===== config.mk =====
export PLATFORM = sky130hd
export DESIGN_NAME = cfg_pwm_timer
export DESIGN_NICKNAME = d
export VERILOG_FILES = /design/src/rtl/cfg_pwm_timer.sv
export SDC_FILE = /design/constraint.sdc
export NUM_CORES = 1
export LEC_CHECK = 0
export ABC_AREA = 1
export CAP_MARGIN = 20
export CORE_MARGIN = 1.5
export CORE_UTILIZATION = 28
export DETAILED_ROUTE_END_ITERATION = 6
export PLACE_DENSITY = 0.55
export SKIP_CTS_REPAIR_TIMING = 1
export SLEW_MARGIN = 20
export SYNTH_ARGS = -nofsm -noshare
export SYNTH_HDL_FRONTEND = slang
export SYNTH_SLANG_ARGS = --single-unit

===== constraint.sdc =====
create_clock -name clk -period 5.9 [get_ports clk]
set_clock_uncertainty 0.2 [all_clocks]
set_input_delay 1.475 -clock clk [delete_from_list [all_inputs] [get_ports clk]]
set_output_delay 1.475 -clock clk [all_outputs]
set_load 0.02 [all_outputs]

===== src/rtl/cfg_pwm_timer.sv =====
// Two-channel PWM timer driven by the packed config bus.
// Prescaled up-counter, shadowed period/duty, one-shot or continuous.
module cfg_pwm_timer #(
    parameter int REG_WIDTH  = 8,
    parameter int NUM_CFG    = 8,
    parameter int NUM_STATUS = 8
) (
    input  logic                             clk,
    input  logic                             rst,
    input  logic                             ena,
    input  logic [NUM_CFG*REG_WIDTH-1:0]     config_regs,
    output logic [NUM_STATUS*REG_WIDTH-1:0]  status_regs,
    output logic [1:0]                       pwm_out
);

    typedef enum logic [1:0] {
        IDLE = 2'd0,
        RUN  = 2'd1,
        DONE = 2'd2
    } state_t;

    state_t      state_q, state_d;
    logic [7:0]  cnt_q, cnt_d;
    logic [7:0]  wrap_q, wrap_d;
    logic [7:0]  per_q, per_d;
    logic [7:0]  dty0_q, dty0_d;
    logic [7:0]  dty1_q, dty1_d;
    logic [3:0]  psc_q, psc_d;
    logic [15:0] pre_q, pre_d;
    logic [15:0] pre_top;
    logic        clr_q;
    logic        seen_q, seen_d;
    logic        tick, wrap, clr_rise;
    logic [1:0]  raw;
    logic [7:0]  st0_q, st1_q, st2_q, st3_q;
    logic        cfg_unused;

    logic       en, oneshot;
    logic [1:0] inv;
    logic [3:0] psc_cfg;
    logic [7:0] per_cfg, dty0_cfg, dty1_cfg;
    logic       clr_cmd;

    assign en       = config_regs[0];
    assign oneshot  = config_regs[1];
    assign inv      = config_regs[3:2];
    assign psc_cfg  = config_regs[7:4];
    assign per_cfg  = config_regs[15:8];
    assign dty0_cfg = config_regs[23:16];
    assign dty1_cfg = config_regs[31:24];
    assign clr_cmd  = config_regs[32];

    // Bytes past CMD and CMD[7:1] carry nothing for this block.
    assign cfg_unused = ^config_regs;

    assign pre_top  = (16'd1 << psc_q) - 16'd1;
    assign clr_rise = clr_cmd & ~clr_q;

    // Channel compare; only meaningful while the counter is running.
    always_comb begin
        raw[0] = (state_q == RUN) && (cnt_q < dty0_q);
        raw[1] = (state_q == RUN) && (cnt_q < dty1_q);
    end

    // Next-state, counter, prescaler, shadow and wrap-count logic.
    always_comb begin
        state_d = state_q;
        cnt_d   = cnt_q;
        pre_d   = pre_q;
        per_d   = per_q;
        dty0_d  = dty0_q;
        dty1_d  = dty1_q;
        psc_d   = psc_q;
        seen_d  = seen_q | en;
        tick    = 1'b0;
        wrap    = 1'b0;
        unique case (state_q)
            IDLE: begin
                cnt_d = 8'd0;
                if (en) begin
                    per_d   = per_cfg;
                    dty0_d  = dty0_cfg;
                    dty1_d  = dty1_cfg;
                    psc_d   = psc_cfg;
                    pre_d   = 16'd0;
                    state_d = RUN;
                end
            end
            RUN: begin
                if (!en) begin
                    state_d = IDLE;
                    cnt_d   = 8'd0;
                    pre_d   = 16'd0;
                end else begin
                    tick = (pre_q == pre_top);
                    if (tick) begin
                        pre_d = 16'd0;
                        if (cnt_q == per_q) begin
                            cnt_d  = 8'd0;
                            wrap   = 1'b1;
                            per_d  = per_cfg;
                            dty0_d = dty0_cfg;
                            dty1_d = dty1_cfg;
                            psc_d  = psc_cfg;
                            if (oneshot) state_d = DONE;
                        end else begin
                            cnt_d = cnt_q + 8'd1;
                        end
                    end else begin
                        pre_d = pre_q + 16'd1;
                    end
                end
            end
            DONE: begin
                cnt_d = 8'd0;
                if (!en) begin
                    state_d = IDLE;
                    pre_d   = 16'd0;
                end
            end
            default: begin
                state_d = IDLE;
                cnt_d   = 8'd0;
            end
        endcase
        wrap_d = clr_rise ? 8'd0 : wrap_q + {7'd0, wrap};
    end

    // State, outputs and status mirror; ena low freezes everything.
    always_ff @(posedge clk or posedge rst) begin
        if (rst) begin
            state_q <= IDLE;
            cnt_q   <= 8'd0;
            pre_q   <= 16'd0;
            wrap_q  <= 8'd0;
            per_q   <= 8'd0;
            dty0_q  <= 8'd0;
            dty1_q  <= 8'd0;
            psc_q   <= 4'd0;
            clr_q   <= 1'b0;
            seen_q  <= 1'b0;
            pwm_out <= 2'b00;
            st0_q   <= 8'd0;
            st1_q   <= 8'd0;
            st2_q   <= 8'd0;
            st3_q   <= 8'd0;
        end else if (ena) begin
            state_q <= state_d;
            cnt_q   <= cnt_d;
            pre_q   <= pre_d;
            wrap_q  <= wrap_d;
            per_q   <= per_d;
            dty0_q  <= dty0_d;
            dty1_q  <= dty1_d;
            psc_q   <= psc_d;
            clr_q   <= clr_cmd;
            seen_q  <= seen_d;
            pwm_out <= raw ^ inv;
            st0_q   <= cnt_d;
            st1_q   <= wrap_d;
            st2_q   <= {5'd0, seen_d, state_d == DONE, state_d == RUN};
            st3_q   <= per_d;
        end
    end

    // Pack status bytes; st4 and above read as zero.
    always_comb begin
        status_regs        = '0;
        status_regs[31:0]  = {st3_q, st2_q, st1_q, st0_q};
    end

endmodule

## Word-level counts from Yosys, hierarchy flattened

Index checks and enable logic that the tools add are counted.

| storage, ports and cells | value |
|---|---|
| output and inout port bits | 66 |
| register bits | 69 |
| logic and storage cells | 84 |

| operators by class | value |
|---|---|
| add/subtract/negate cells | 4 |
| $lt $le $gt $ge | 2 |
| bitwise gates (word level) | 4 |
| shift-type cells | 1 |
| reductions and logical operators | 8 |
| eq/ne operators | 12 |
| mux-type cells | 41 |

Operators by type and width:

| cell | number |
|---|---|
| 8-bit 2-to-1 mux | 17 |
| 16-bit 2-to-1 mux | 4 |
| 16-bit case mux with 3 select lines | 1 |
| 8-bit case mux with 2 select lines | 3 |
| 16-bit by 1-bit adder with 16-bit output, second input constant | 1 |
| 16-bit equality test | 1 |
| 8-bit < comparator | 2 |
| 4-bit 2-to-1 mux | 4 |
| 1-bit by 4-bit << shifter with 16-bit output, first input constant | 1 |
| 16-bit by 1-bit subtractor with 16-bit output, second input constant | 1 |
| 2-bit 2-to-1 mux | 6 |
| 8-bit by 1-bit adder with 8-bit output | 1 |
| 8-bit by 1-bit adder with 8-bit output, second input constant | 1 |
| 8-bit equality test | 1 |
| 4-bit case mux with 2 select lines | 1 |
| 2-bit inequality test, second input constant | 3 |
| 2-bit case mux with 3 select lines | 1 |
| 6-bit AND reduction | 1 |
| 2-bit by 1-bit equality test with 1-bit output, second input constant | 2 |
| 2-bit equality test, second input constant | 2 |
| 1-bit 2-to-1 mux | 4 |
| 2-bit by 1-bit inequality test with 1-bit output, second input constant | 2 |
| 4-bit AND reduction | 1 |
| 3-bit by 2-bit inequality test with 1-bit output, second input constant | 1 |
| 9 further kinds | 10 |

## Longest topological paths before layout

| depth | value |
|---|---|
| depth after elaboration | 8 |
| depth in mapped cells | 24 |
| gate-level depth less buffers | 23 |

## Least setup slack after synthesis

OpenSTA, ideal clock, no wires.

| timing | value |
|---|---|
| path type | reg-to-reg |
| start point | register psc_q[3] |
| end point | register st1_q[7] |
| clock period less this slack | 3.103 ns |
| buffers on the path | 1 |
| stages on the path, launching flop included | 23 |
| data arrival time | 2.826 ns |
| setup time | 0.077 ns |
| required time | 5.623 ns |
| setup slack | 2.797 ns |
| cell sequence | dfrtp_1 buf_6 nor2_8 nand2_1 ha_1 inv_1 nand3_1 nand3_1 nand2_1 inv_1 nand2_1 nor2_2 nand3_2 nor2_2 inv_2 nor3_1 ha_1 nand3_1 nor2_1 nand2_1 nor4_1 o21ai_0 a21oi_1 |

| between the ends | value |
|---|---|
| longest elaborated chain between the ends | 8 |

Ends and longest elaborated chain:

| what | line | RTL |
|---|---|---|
| start, declared | 28 | `logic [3:0] psc_q, psc_d;` |
| start signal, assigned | 155 | `psc_q <= psc_d;` |
| 1-bit by 4-bit << shifter with 16-bit output | 56 | `assign pre_top = (16'd1 << psc_q) - 16'd1;` |
| 16-bit by 1-bit subtractor with 16-bit output | 56 |  |
| 16-bit equality test | 95 | `tick = (pre_q == pre_top);` |
| 1-bit 2-to-1 mux | 96 | `if (tick) begin` |
| 1-bit 2-to-1 mux | 90 | `if (!en) begin` |
| 1-bit 2-to-1 mux | 77 | `unique case (state_q)` |
| 8-bit by 1-bit adder with 8-bit output | 126 | `wrap_d = clr_rise ? 8'd0 : wrap_q + {7'd0, wrap};` |
| 8-bit 2-to-1 mux | 126 |  |
| end signal, assigned | 160 | `st1_q <= wrap_d;` |
| end, declared | 35 | `logic [7:0] st0_q, st1_q, st2_q, st3_q;` |

No other way between the ends.
A chain may end at the register's enable or synchronous reset.

## Worst setup path after layout

| timing | value |
|---|---|
| start point | register psc_q[1] |
| end point | register st1_q[7] |

Same word-level chain as after synthesis.

==> insert_results.sql <==
INSERT INTO impl_metrics (metric_group, metric, value, unit) VALUES
('floorplan', 'fp-row-count', '47', ''),
('layout', 'post_route_cells_drive_above_1_share', '10.1', '%'),
('layout', 'final_design_area_no_fill', '5600', 'um^2'),
('layout', 'area_delta_synth_final', '19.6', '%'),
('power', 'design_power_total', '1.47', 'mW'),
('yosys', 'flip_flop_and_latch_count_after_synthesis', '68', ''),
('layout', 'finalCoreUtilization', '34.0', '%'),
('sta', 'setup_tns', '0', 'ns'),
('floorplan', 'dieWidth', '132', 'um'),
('floorplan', 'ioPinCount', '133', ''),
('sta', 'rsz0062_at_grt', 'false', ''),
('min_path', 'min_from', 'st1_q[7]', ''),
('yosys', 'postSynth.topFlopCell', 'sky130_fd_sc_hd__dfrtp_1', ''),
('clock_network', 'cts_buffer_depth', '2', ''),
('power', 'pwr_density_cell', '263', 'nW/um^2'),
('yosys', 'syn_inst', '610', ''),
('detailed_routing', 'ant_nets', '0', ''),
('setup_path', 'crit_fanout', '8', ''),
('yosys', 'synth_async_sr_flop_share', '100', '%'),
('detailed_routing', 'wire_per_inst', '11.8', 'um'),
('setup_path', 'worst_r2r_dst', 'st1_q[7]', ''),
('yosys', 'avgSynthCellArea', '7.68', 'um^2'),
('sta', 'tightestPinTransition', '0.873', 'ns'),
('yosys', 'synth_edf_count', '0', ''),
('global_routing', 'first_pass_grt_wire_length', '18000', 'um'),
('detailed_routing', 'detail_route.drc_violations', '0', ''),
('floorplan', 'chipHeight', '132', 'um'),
('place', 'detailed_place_hpwl', '7990', 'um'),
('yosys', 'synthesis.area', '4680', 'um^2'),
('setup_path', 'critical_path.reg2reg.startpoint', 'psc_q[1]', ''),
('global_routing', 'grt_start_max_net_pins', '49', ''),
('yosys', 'synth_top_cell_area_share', '36.3', '%'),
('clock_network', 'cts_max_level', '3', ''),
('setup_path', 'timing.reg2reg.worst_path_depth', '20', ''),
('power', 'worst_vdd_ir', '0.000115', 'V'),
('clock_network', 'clock_insertion_delay_worst_skew', '0.33', 'ns'),
('layout', 'regArea', '1700', 'um^2'),
('setup_path', 'worst_setup_path_start_kind', 'flip-flop', ''),
('min_path', 'timing.hold.worst.class', 'flip-flop to flip-flop', ''),
('global_routing', 'antenna_found_initial', '0', ''),
('layout', 'multi_input_area', '2390', 'um^2'),
('global_routing', 'grt_remaining_overflow', '0', ''),
('run', 'max_cap_violations', '0', ''),
('min_path', 'hold_depth', '1', ''),
('yosys', 'synth.area.top_cells', 'sky130_fd_sc_hd__dfrtp_1 (36%), sky130_fd_sc_hd__nand2_1 (14%), sky130_fd_sc_hd__buf_4 (6.3%)', ''),
('detailed_routing', 'avgViaCountPerCell', '4.27', ''),
('clock_network', 'cts_tree', 'yes', ''),
('sta', 'final_period_minus_worst_setup_slack', '3.92', 'ns'),
('sta', 'slew_headroom', '41.8', '%'),
('setup_path', 'cp_data_arrival_time', '3.97', 'ns'),
('global_routing', 'global_route.usage.total', '12.6', '%'),
('layout', 'num-nets-final', '757', ''),
('floorplan', 'design.core.area', '16500', 'um^2'),
('clock_network', 'number_of_cts_inserted_buffers', '9', ''),
('sta', 'max_clock_freq', '255', 'MHz'),
('place', 'gp_congestion', '0.803', ''),
('setup_path', 'worst_ep_required_time', '5.95', 'ns'),
('power', 'power_leakage', '2.62', 'nW'),
('yosys', 'synthDominantAreaCellType', 'sky130_fd_sc_hd__dfrtp_1', ''),
('layout', 'antenna_cells_inserted', '0', ''),
('floorplan', 'floorplan.die_area', '17500', 'um^2'),
('layout', 'num-fill-cells', '1805', ''),
('clock_network', 'cts-root-buf', 'sky130_fd_sc_hd__clkbuf_16', ''),
('sta', 'hold_slack', '0.257', 'ns'),
('setup_path', 'critPathKind', 'flip-flop to flip-flop', ''),
('setup_path', 'worstSetupEndpointType', 'flip-flop', ''),
('place', 'place.port_buffers', '64', ''),
('status', 'outcome', 'finished, final reports clean', ''),
('yosys', 'synth.most_common_cell', 'sky130_fd_sc_hd__nand2_1', ''),
('clock_network', 'clock_sink_count', '68', ''),
('clock_network', 'clk_transition_reported_paths', '0.06', 'ns');
[per-layer routing]
metal / vias up / share of wire [%] / track usage [%]
li1: 1995 / - / -
met5: - / 0 / 0
met4: 0 / 1.1 / 3.85
met2: 78 / 46 / 20.0
met1: 1749 / 49 / 17.5
met3: 6 / 3.4 / 2.27
[state kept, by name (all words and copies together), names as in the netlist]
signal   cells
pre_q       16
dty0_q       8
dty1_q       8
st0_q        8
st1_q        8
st3_q        8
psc_q        4
pwm_out      2
st2_q        2
state_q      2
clr_q        1
seen_q       1
[worst max-delay path, cell delays in order (launching register included)]
cell	delay, ns
sky130_fd_sc_hd__dfrtp_1	0.71
sky130_fd_sc_hd__nor2_4	0.12
sky130_fd_sc_hd__nand2_1	0.14
sky130_fd_sc_hd__ha_1	0.29
sky130_fd_sc_hd__inv_1	0.12
sky130_fd_sc_hd__a21oi_4	0.22
sky130_fd_sc_hd__nand2_1	0.12
sky130_fd_sc_hd__nand3b_1	0.10
sky130_fd_sc_hd__nand2_1	0.05
sky130_fd_sc_hd__nor2_1	0.16
sky130_fd_sc_hd__nand3_2	0.15
sky130_fd_sc_hd__nor2_2	0.15
sky130_fd_sc_hd__inv_2	0.07
sky130_fd_sc_hd__nor3_1	0.20
sky130_fd_sc_hd__ha_1	0.22
sky130_fd_sc_hd__nand3_1	0.08
sky130_fd_sc_hd__nor2_1	0.16
sky130_fd_sc_hd__nand2_1	0.11
sky130_fd_sc_hd__nor4_1	0.26
sky130_fd_sc_hd__o21ai_0	0.12
sky130_fd_sc_hd__a21oi_1	0.11
[final cells by class]
type | count | area share (%)
sequential | 68 | 30.4
tap | 220 | 4.91
timing repair buffer | 66 | 11.7
clock buffer | 10 | 4.09
multi-input combinational | 452 | 42.7
clock inverter | 6 | 1.16
inverter | 74 | 5.07
[report_power, final]
part	total, mW	leakage (nW)	internal [mW]	switching, mW
Clock	0.530	0.142	0.327	0.203
Combinational	0.378	1.59	0.145	0.232
Sequential	0.565	0.892	0.510	0.0548
[per-stage QoR]
step | setup WS (ns) | instances
2_1_floorplan | 2.51 | 646
3_3_place_gp | 1.66 | 880
6_report | 1.98 | 896
4_1_cts | 1.93 | 896
3_5_place_dp | 1.70 | 880
5_1_grt | 1.47 | 896
[logic make-up (layout without fill, tap and decap cells)]
logic type / after synthesis / count (layout) / share of synthesized area (%)
other cells: 1 / 37 / 0.0801
xor+xnor: 19 / 19 / 3.55
buf+inv: 126 / 156 / 15.6
simple gates: 328 / 328 / 33.7
fa+ha+maj: 19 / 19 / 5.07
compound gates: 49 / 49 / 5.69
flops: 68 / 68 / 36.3
[layout by cell type, fill, tap and decap left out, types with 2 or more instances in the layout]
cell,Yosys,layout
sky130_fd_sc_hd__xnor2_1,5,5
sky130_fd_sc_hd__nand2_4,3,3
sky130_fd_sc_hd__o2111ai_1,2,2
sky130_fd_sc_hd__nor4_1,3,3
sky130_fd_sc_hd__nand3_1,49,49
sky130_fd_sc_hd__clkinv_2,0,3
sky130_fd_sc_hd__clkbuf_16,0,9
sky130_fd_sc_hd__nor2_4,3,4
sky130_fd_sc_hd__nand2_2,2,2
sky130_fd_sc_hd__a21oi_1,17,17
sky130_fd_sc_hd__o21ai_0,28,28
sky130_fd_sc_hd__inv_2,7,7
sky130_fd_sc_hd__nand2_1,173,173
sky130_fd_sc_hd__dfrtp_1,68,68
sky130_fd_sc_hd__nand4_1,7,7
sky130_fd_sc_hd__clkinv_4,0,2
sky130_fd_sc_hd__or2_2,4,4
sky130_fd_sc_hd__nor2_2,5,5
sky130_fd_sc_hd__nor2_1,34,33
sky130_fd_sc_hd__nand3_2,21,21
sky130_fd_sc_hd__ha_1,19,19
sky130_fd_sc_hd__nor3_1,21,21
sky130_fd_sc_hd__xor2_1,14,14
sky130_fd_sc_hd__conb_1,1,37
sky130_fd_sc_hd__buf_4,39,2
sky130_fd_sc_hd__inv_1,65,64
sky130_fd_sc_hd__clkdlybuf4s50_1,0,64
[how the worst max path moves through the flow]
stage	start	endpoint	slack (ns)	depth (start not counted)
final	psc_q[1]	st1_q[7]	1.98	20
after global routing	psc_q[1]	st1_q[7]	1.47	20
after detailed placement	ena	pre_q[13]	1.70	13
after CTS	psc_q[1]	st1_q[7]	1.93	20
after floorplan	rst	clr_q	2.51	1
after global placement	ena	pre_q[13]	1.66	13
(Power assumes the default switching activity.)
